--- src/rtl/alu_arbiter_pkg.sv ---
// Shared ALU op encodings, FSM state type and the op legality predicate
// for the two-port ALU arbiter.
package alu_arbiter_pkg;

    typedef enum logic {
        StIdle,
        StHold
    } state_e;

    localparam logic [2:0] ALU_ADD = 3'b000;
    localparam logic [2:0] ALU_SUB = 3'b001;
    localparam logic [2:0] ALU_AND = 3'b010;
    localparam logic [2:0] ALU_OR  = 3'b011;
    localparam logic [2:0] ALU_SRL = 3'b100;
    localparam logic [2:0] ALU_SRA = 3'b101;

    function automatic logic alu_op_legal(input logic [2:0] op);
        return op <= ALU_SRA;
    endfunction

endpackage

--- src/rtl/alu_arbiter_alu.sv ---
// Combinational ALU shared by both arbiter ports; illegal ops yield zero with err set.
module alu_arbiter_alu
    import alu_arbiter_pkg::*;
#(
    parameter int unsigned WIDTH = 32
) (
    input  logic [WIDTH-1:0] a,
    input  logic [WIDTH-1:0] b,
    input  logic [2:0]       op,
    output logic [WIDTH-1:0] c,
    output logic             err
);

    always_comb begin
        c   = '0;
        err = !alu_op_legal(op);
        case (op)
            ALU_ADD: c = a + b;
            ALU_SUB: c = a - b;
            ALU_AND: c = a & b;
            ALU_OR:  c = a | b;
            ALU_SRL: c = a >> b[4:0];
            ALU_SRA: c = $signed(a) >>> b[4:0];
            default: c = '0;
        endcase
    end

endmodule

--- src/rtl/alu_arbiter.sv ---
// Round-robin arbiter sharing one ALU between two valid/ready requesters,
// with a single registered response held until the consumer takes it.
module alu_arbiter
    import alu_arbiter_pkg::*;
#(
    parameter int unsigned WIDTH = 32
) (
    input  logic             clk,
    input  logic             reset,
    input  logic             req0_valid,
    input  logic [WIDTH-1:0] req0_a,
    input  logic [WIDTH-1:0] req0_b,
    input  logic [2:0]       req0_op,
    output logic             req0_ready,
    input  logic             req1_valid,
    input  logic [WIDTH-1:0] req1_a,
    input  logic [WIDTH-1:0] req1_b,
    input  logic [2:0]       req1_op,
    output logic             req1_ready,
    output logic             resp_valid,
    output logic             resp_id,
    output logic [WIDTH-1:0] resp_c,
    output logic             resp_err,
    input  logic             resp_ready
);

    state_e           state;
    logic             last;
    logic             can_accept;
    logic             acc0;
    logic             acc1;
    logic             sel;
    logic [WIDTH-1:0] alu_a;
    logic [WIDTH-1:0] alu_b;
    logic [2:0]       alu_op;
    logic [WIDTH-1:0] alu_c;
    logic             alu_err;

    assign can_accept = !reset && ((state == StIdle) || resp_ready);

    // Each ready looks only at the other port's valid so it never depends on its own.
    assign req0_ready = can_accept && (!req1_valid || last);
    assign req1_ready = can_accept && (!req0_valid || !last);

    assign acc0 = req0_valid && req0_ready;
    assign acc1 = req1_valid && req1_ready;
    assign sel  = acc1;

    assign alu_a  = sel ? req1_a  : req0_a;
    assign alu_b  = sel ? req1_b  : req0_b;
    assign alu_op = sel ? req1_op : req0_op;

    alu_arbiter_alu #(
        .WIDTH(WIDTH)
    ) u_alu (
        .a  (alu_a),
        .b  (alu_b),
        .op (alu_op),
        .c  (alu_c),
        .err(alu_err)
    );

    always_ff @(posedge clk) begin
        if (reset) begin
            state      <= StIdle;
            last       <= 1'b1;
            resp_valid <= 1'b0;
            resp_id    <= 1'b0;
            resp_c     <= '0;
            resp_err   <= 1'b0;
        end else if (acc0 || acc1) begin
            state      <= StHold;
            last       <= sel;
            resp_valid <= 1'b1;
            resp_id    <= sel;
            resp_c     <= alu_c;
            resp_err   <= alu_err;
        end else if ((state == StHold) && resp_ready) begin
            state      <= StIdle;
            resp_valid <= 1'b0;
        end
    end

endmodule
--- config.mk ---
export PLATFORM = sky130hd
export DESIGN_NAME = alu_arbiter
export DESIGN_NICKNAME = d
export VERILOG_FILES = /design/src/rtl/alu_arbiter_pkg.sv /design/src/rtl/alu_arbiter_alu.sv /design/src/rtl/alu_arbiter.sv
export SDC_FILE = /design/constraint.sdc
export NUM_CORES = 1
export LEC_CHECK = 0
export CAP_MARGIN = 5
export CORE_MARGIN = 3
export CORE_UTILIZATION = 57
export DETAILED_ROUTE_END_ITERATION = 7
export HOLD_SLACK_MARGIN = 0.08
export PLACE_DENSITY = 0.95
export SYNTH_ARGS = -nofsm -noshare
export SYNTH_HDL_FRONTEND = slang
export SYNTH_SLANG_ARGS = --single-unit
--- constraint.sdc ---
create_clock -name clk -period 12.7 [get_ports clk]
set_clock_uncertainty 0.05 [all_clocks]
set_input_delay 2.54 -clock clk [delete_from_list [all_inputs] [get_ports clk]]
set_output_delay 2.54 -clock clk [all_outputs]
set_load 0.01 [all_outputs]
; ---- Yosys cells after proc, flatten, opt, wreduce, memory -nomap -nowiden
; Cells that the tools add are included.
[op_classes]
muxes = 6
n_shift = 2
n_eq_ne = 5
reduce_logical = 17
bitwise_logic = 3
n_addsub = 2
magnitude_cmp = 1
[ops]
columns = op, n
row1 = one-hot mux 32 bit (6 select lines), 1
row2 = two-way mux 32 bit, 2
row3 = adder 32 bit, 1
row4 = AND 32 bit, 1
row5 = OR 32 bit, 1
row6 = right shift 32 x 5 -> 32 bit, 1
row7 = >>> shifter 32 x 5 -> 32 bit, 1
row8 = subtractor 32 bit, 1
row9 = "equality test 3 x 2 -> 1 bit, second input constant", 2
row10 = "equality test 3 bit, second input constant", 2
row11 = logical AND 1 bit, 6
row12 = logical NOT 1 bit, 5
row13 = logical OR 1 bit, 4
row14 = "equality test 3 x 1 -> 1 bit, second input constant", 1
row15 = "<= comparator 3 bit, second input constant", 1
row16 = logical NOT 3 bit, 1
row17 = two-way mux 3 bit, 1
row18 = two-way mux 1 bit, 2
row19 = nonzero test 2 bit, 1
row20 = NOT 1 bit, 1
[totals]
ff_bits = 36
out_inout_bits = 37
in_bits = 139
elab_cells = 41

; ---- Longest topological paths before layout
[depth]
word_depth = 8
ltp_mapped = 27
mapped_depth_nobuf = 22

; ---- By module
; From an unflattened synthesis, not the netlist that was laid out.
[hier_totals]
hier_cells = 1025
hier_area_um2 = 7724.9
[by_module_without_submodules]
columns = module, cells_per_inst, n_inst, area_each_um2, seq_area_each_um2
row1 = alu_arbiter_alu, 777, 1, 5361.4, 0.0
row2 = alu_arbiter, 248, 1, 2363.5, 720.7

; ---- Least setup slack after synthesis
; OpenSTA, ideal clock, no wires.
[synth_timing]
kind = input -> register
start = in resp_ready
end = reg resp_c[27]
path_stages = 27
t_arrival_ps = 7082
n_path_buf = 5
t_required_ps = 12528
slack_ps = 5446
setup_ps = 122
cell_sequence = nand2b_1 -> nand4b_1 -> buf_4 -> buf_6 -> mux2_1 -> buf_4 -> clkinv_2 -> buf_4 -> buf_4 -> ha_1 -> o21a_1 -> nand3_1 -> nand2_1 -> nand2_1 -> o21ai_0 -> xnor2_1 -> ha_1 -> and3_1 -> nand4_1 -> nor2_1 -> o211ai_1 -> a311o_1 -> a31oi_1 -> a21oi_1 -> o21bai_1 -> xor2_1 -> a221o_1
[synth_between]
elab_chain_cells = 7
word_cells_on_any_way = 23
cone_classes = add/sub: 2 / eq/ne: 5 / shift: 2 / mux: 4 / bitwise: 2 / reduce/logical: 8
[synth_lines]
columns = element, line_no
row1 = from (decl), alu_arbiter.sv:24  ; input logic resp_ready
row2 = logical OR 1 bit (*), alu_arbiter.sv:39  ; assign can_accept = !reset && ((state == StIdle) || resp_ready);
row3 = logical AND 1 bit (*), alu_arbiter.sv:39
row4 = logical AND 1 bit, alu_arbiter.sv:43  ; assign req1_ready = can_accept && (!req0_valid || !last);
row5 = logical AND 1 bit, alu_arbiter.sv:46  ; assign acc1 = req1_valid && req1_ready;
row6 = two-way mux 32 bit (tied with other cells), alu_arbiter.sv:49  ; assign alu_a = sel ? req1_a : req0_a;
row7 = subtractor 32 bit (tied with other cells), alu_arbiter_alu.sv:19  ; ALU_SUB: c = a - b;
row8 = one-hot mux 32 bit (6 select lines), alu_arbiter_alu.sv:17  ; case (op)
row9 = to (signal assigned), alu_arbiter.sv:76  ; resp_c <= alu_c;
row10 = to (decl), alu_arbiter.sv:22  ; output logic [WIDTH-1:0] resp_c,
; Every way passes the cells marked *; elsewhere a longest branch is shown, timed or not.
; A chain may end at the register's enable or synchronous reset.

; ---- Worst setup path in the final report
[layout_timing]
start = in reset
end = reg resp_c[27]
[layout_between]
elab_chain_cells = 7
word_cells_on_any_way = 23
cone_classes = add/sub: 2 / eq/ne: 5 / shift: 2 / mux: 4 / bitwise: 2 / reduce/logical: 8
[layout_lines]
columns = element, line_no
row1 = from (decl), alu_arbiter.sv:9  ; input logic reset,
row2 = logical NOT 1 bit, alu_arbiter.sv:39
row3 = logical AND 1 bit, alu_arbiter.sv:39
row4 = logical AND 1 bit, alu_arbiter.sv:43
row5 = logical AND 1 bit, alu_arbiter.sv:46
row6 = two-way mux 32 bit (tied with other cells), alu_arbiter.sv:49
row7 = subtractor 32 bit (tied with other cells), alu_arbiter_alu.sv:19
row8 = one-hot mux 32 bit (6 select lines), alu_arbiter_alu.sv:17
; Several ways; a longest one is shown, not always the timed one.

==> results.toml <==
[placement]
dp_hpwl_mm = 25.67
placed_area_mm2 = 0.009414
dp.cells = 1372
port_buffers = 175
place.gp.congestion = 1.053

[yosys]
synth_edf_count = 0
syn_inst = 1078
ys_seq_area_share_pct = 9.449
syn_avg_cell_area_um2 = 7.075
synth_top_cells_by_count = "nand2_1, a21oi_1, mux2i_1, nor2_1, o21ai_0"
synth_ff_type = "dfxtp_1"
async_reset_ff_share_pct = 0
synth_most_common_cell = "nand2_1"
syn_area_mm2 = 0.007627
netlist.area_leader.share_pct = 15.22
syn-num-nets = 1252
ys_warn_count = 0
ys_ff_latch = 36
yosys.area.top_type = "mux2i_1"
synth.distinct_cells = 86
synth_top_cells_by_area = "mux2i_1, dfxtp_1, a21oi_1"

[floorplanning]
rows = 41
start_util_pct = 59.47
ioPinCount = 176
dieArea_mm2 = 0.01480
die_h_um = 121.7
core_area_mm2 = 0.01282
die_w_um = 121.7

[sta]
setup_viol = 0
max_freq_ghz = 0.1059
maxSlewHeadroom_pct = 35.44
period_minus_slack_ns = 9.443
hold_viol = 0
rsz0062_at_grt = "false"
fin_tns_setup_ns = 0
slew_violations = 0
period_share_pct = 74.35
worst_pin_slew_ns = 0.9648

[final_layout]
layout-drive-gt1-share_pct = 5.546
num_antenna_cells = 0
area.growth.synth_to_final_pct = 25.57
post-route-util_pct = 74.68
final_cell_count_no_fill = 1380
design_area_mm2 = 0.009578
nets = 1381

[drt]
vias = 9598
ant_nets = 0
via_per_inst = 6.955
wirelength_mm = 32.49
dr.pass1.iters = 7
drc = 0
wl_per_cell_um = 23.54
detail_route.iter0.violations = 1553

[min_path]
hold_start = "resp_c[25]"
hold_end = "resp_c[25]"
whs_path_depth = 2
holdCritPathClass = "reg2reg"

[global_routing]
grt_pass1_wl_mm = 48.87
grt_usage_pct = 42.25
grt_max_degree = 66
overflow = 0
grt_pass1_vias = 8777
antenna_found_initial = 0

[worst_setup_path]
end_kind = "flop"
r2r_end = "resp_c[27]"
critPathArrivalTime_ns = 9.57
cp_max_fo = 42
start_kind = "primary input"
ff2ff_path_depth = 23
path_class = "in2reg"
rrSetupSlack_ns = 5.90
r2r_start = "last"
cp_data_required_time_ns = 12.82

[clock_network]
clk_pin_slew_ns = 0.06
postCtsSetupBuffers = 0
cts_buffers = 5
clk_latency_ns = 0.28
clockBufferDepth = 2
cts.sinks = 36
cts_hold_buffers = 0
cts_resized = 0
tritoncts = "built"
clock_tree.root_cell = "clkbuf_16"
htreeDepth = 2

[power_and_ir_drop]
ir_drop_mv = 0.04267
power_density_mw_per_mm2 = 84.27
p_leak_nw = 3.972
power.total_mw = 0.8071

[run]
cap_viol_max_count = 0

[outcome]
status = "completed"
-- area by class of cell --
cell class | instances | area, um2
Tap cell | 172 | 215.2
Sequential cell | 36 | 720.7
Clock inverter | 2 | 35.03
Multi-Input combinational cell | 931 | 6444
Inverter | 41 | 155.1
Clock buffer | 6 | 128.9
Fill cell | 994 | 3247
Timing Repair Buffer | 192 | 1879
-- metrics by stage --
stage	setup slack, ns	hold WS (ns)
2_1_floorplan	5.446	0.4324
3_3_place_gp	3.354	0.3864
3_5_place_dp	3.157	0.4031
4_1_cts	3.457	0.4160
5_1_grt	2.756	0.4444
6_report	3.257	0.4167
-- report_power, final --
group | internal [mW] | total, mW | switching, mW
clock | 0.0923 | 0.140 | 0.0474
combinational | 0.217 | 0.538 | 0.321
sequential | 0.123 | 0.129 | 0.00625
-- routing by layer --
| layer | track usage, % | routed length (um) |
|---|---|---|
| met1 | 57.04 | 12720 |
| met3 | 12.49 | 4662 |
| met2 | 64.32 | 13870 |
| met5 | 0 | 0 |
| met4 | 14.36 | 1242 |
-- registers in the layout, summed over array words and instances (netlist names) --
name / flops
resp_c: 32
last: 1
resp_err: 1
resp_id: 1
state: 1
-- placed cells by master (no fill, tap or decap), types with 7 or more instances in the layout --
| cell type | n |
|---|---|
| clkdlybuf4s50_1 | 175 |
| nand2_1 | 136 |
| a21oi_1 | 129 |
| mux2i_1 | 114 |
| nor2_1 | 74 |
| o21ai_0 | 54 |
| inv_1 | 39 |
| dfxtp_1 | 36 |
| ha_1 | 34 |
| xnor2_1 | 33 |
| nor3_1 | 26 |
| xor2_1 | 21 |
| a211oi_1 | 19 |
| a31oi_1 | 17 |
| maj3_1 | 17 |
| buf_4 | 17 |
| o211ai_1 | 16 |
| nand3_1 | 15 |
| o21ai_1 | 14 |
| mux2_2 | 13 |
| a221oi_1 | 13 |
| a22oi_1 | 12 |
| a21o_1 | 12 |
| nand2b_1 | 11 |
| nor2b_1 | 10 |
| nor4_1 | 9 |
| nand4_1 | 7 |
| o221ai_1 | 7 |
| o22ai_1 | 7 |
| o21bai_1 | 7 |
-- critical path, cell delays in order --
cell             delay (ns)
clkdlybuf4s50_1        0.46
buf_4                  0.32
nand4b_1               0.17
buf_4                  0.55
mux2_1                 0.87
clkinv_2               0.72
ha_1                   0.50
o21a_1                 0.14
nand3_1                0.07
nand2_1                0.12
nand2_1                0.19
o21ai_0                0.14
xnor2_1                0.15
ha_1                   0.35
and3_1                 0.27
nand4_1                0.14
nor2_1                 0.12
o211ai_1               0.10
a311o_1                0.42
a31oi_1                0.37
a21oi_1                0.19
o21bai_1               0.19
xor2_1                 0.09
a221o_1                0.31
-- worst max-delay path by stage --
| stage | cells past startpoint | slack, ns | start | to |
|---|---|---|---|---|
| after floorplan | 27 | 5.45 | resp_ready | resp_c[27] |
| after global placement | 24 | 3.35 | reset | resp_c[27] |
| after detailed placement | 24 | 3.16 | reset | resp_c[27] |
| after CTS | 24 | 3.46 | reset | resp_c[27] |
| after global routing | 24 | 2.76 | reset | resp_c[27] |
| final | 24 | 3.26 | reset | resp_c[27] |
-- logic make-up (layout without fill, tap and decap cells) --
kind of cell               count (synthesis)  count (layout)  share of synthesized area [%]
xor gates and xnor gates                  55              55                          6.414
buffers and inverters                    111             241                          6.955
and+or+nand+nor                          321             321                          19.64
AOI/OAI and AO/OA                        368             368                          30.94
muxes                                    135             135                          18.54
DFF                                       36              36                          9.449
adders and majority gates                 52              52                          8.071
Power figures use the tool's default switching activity.
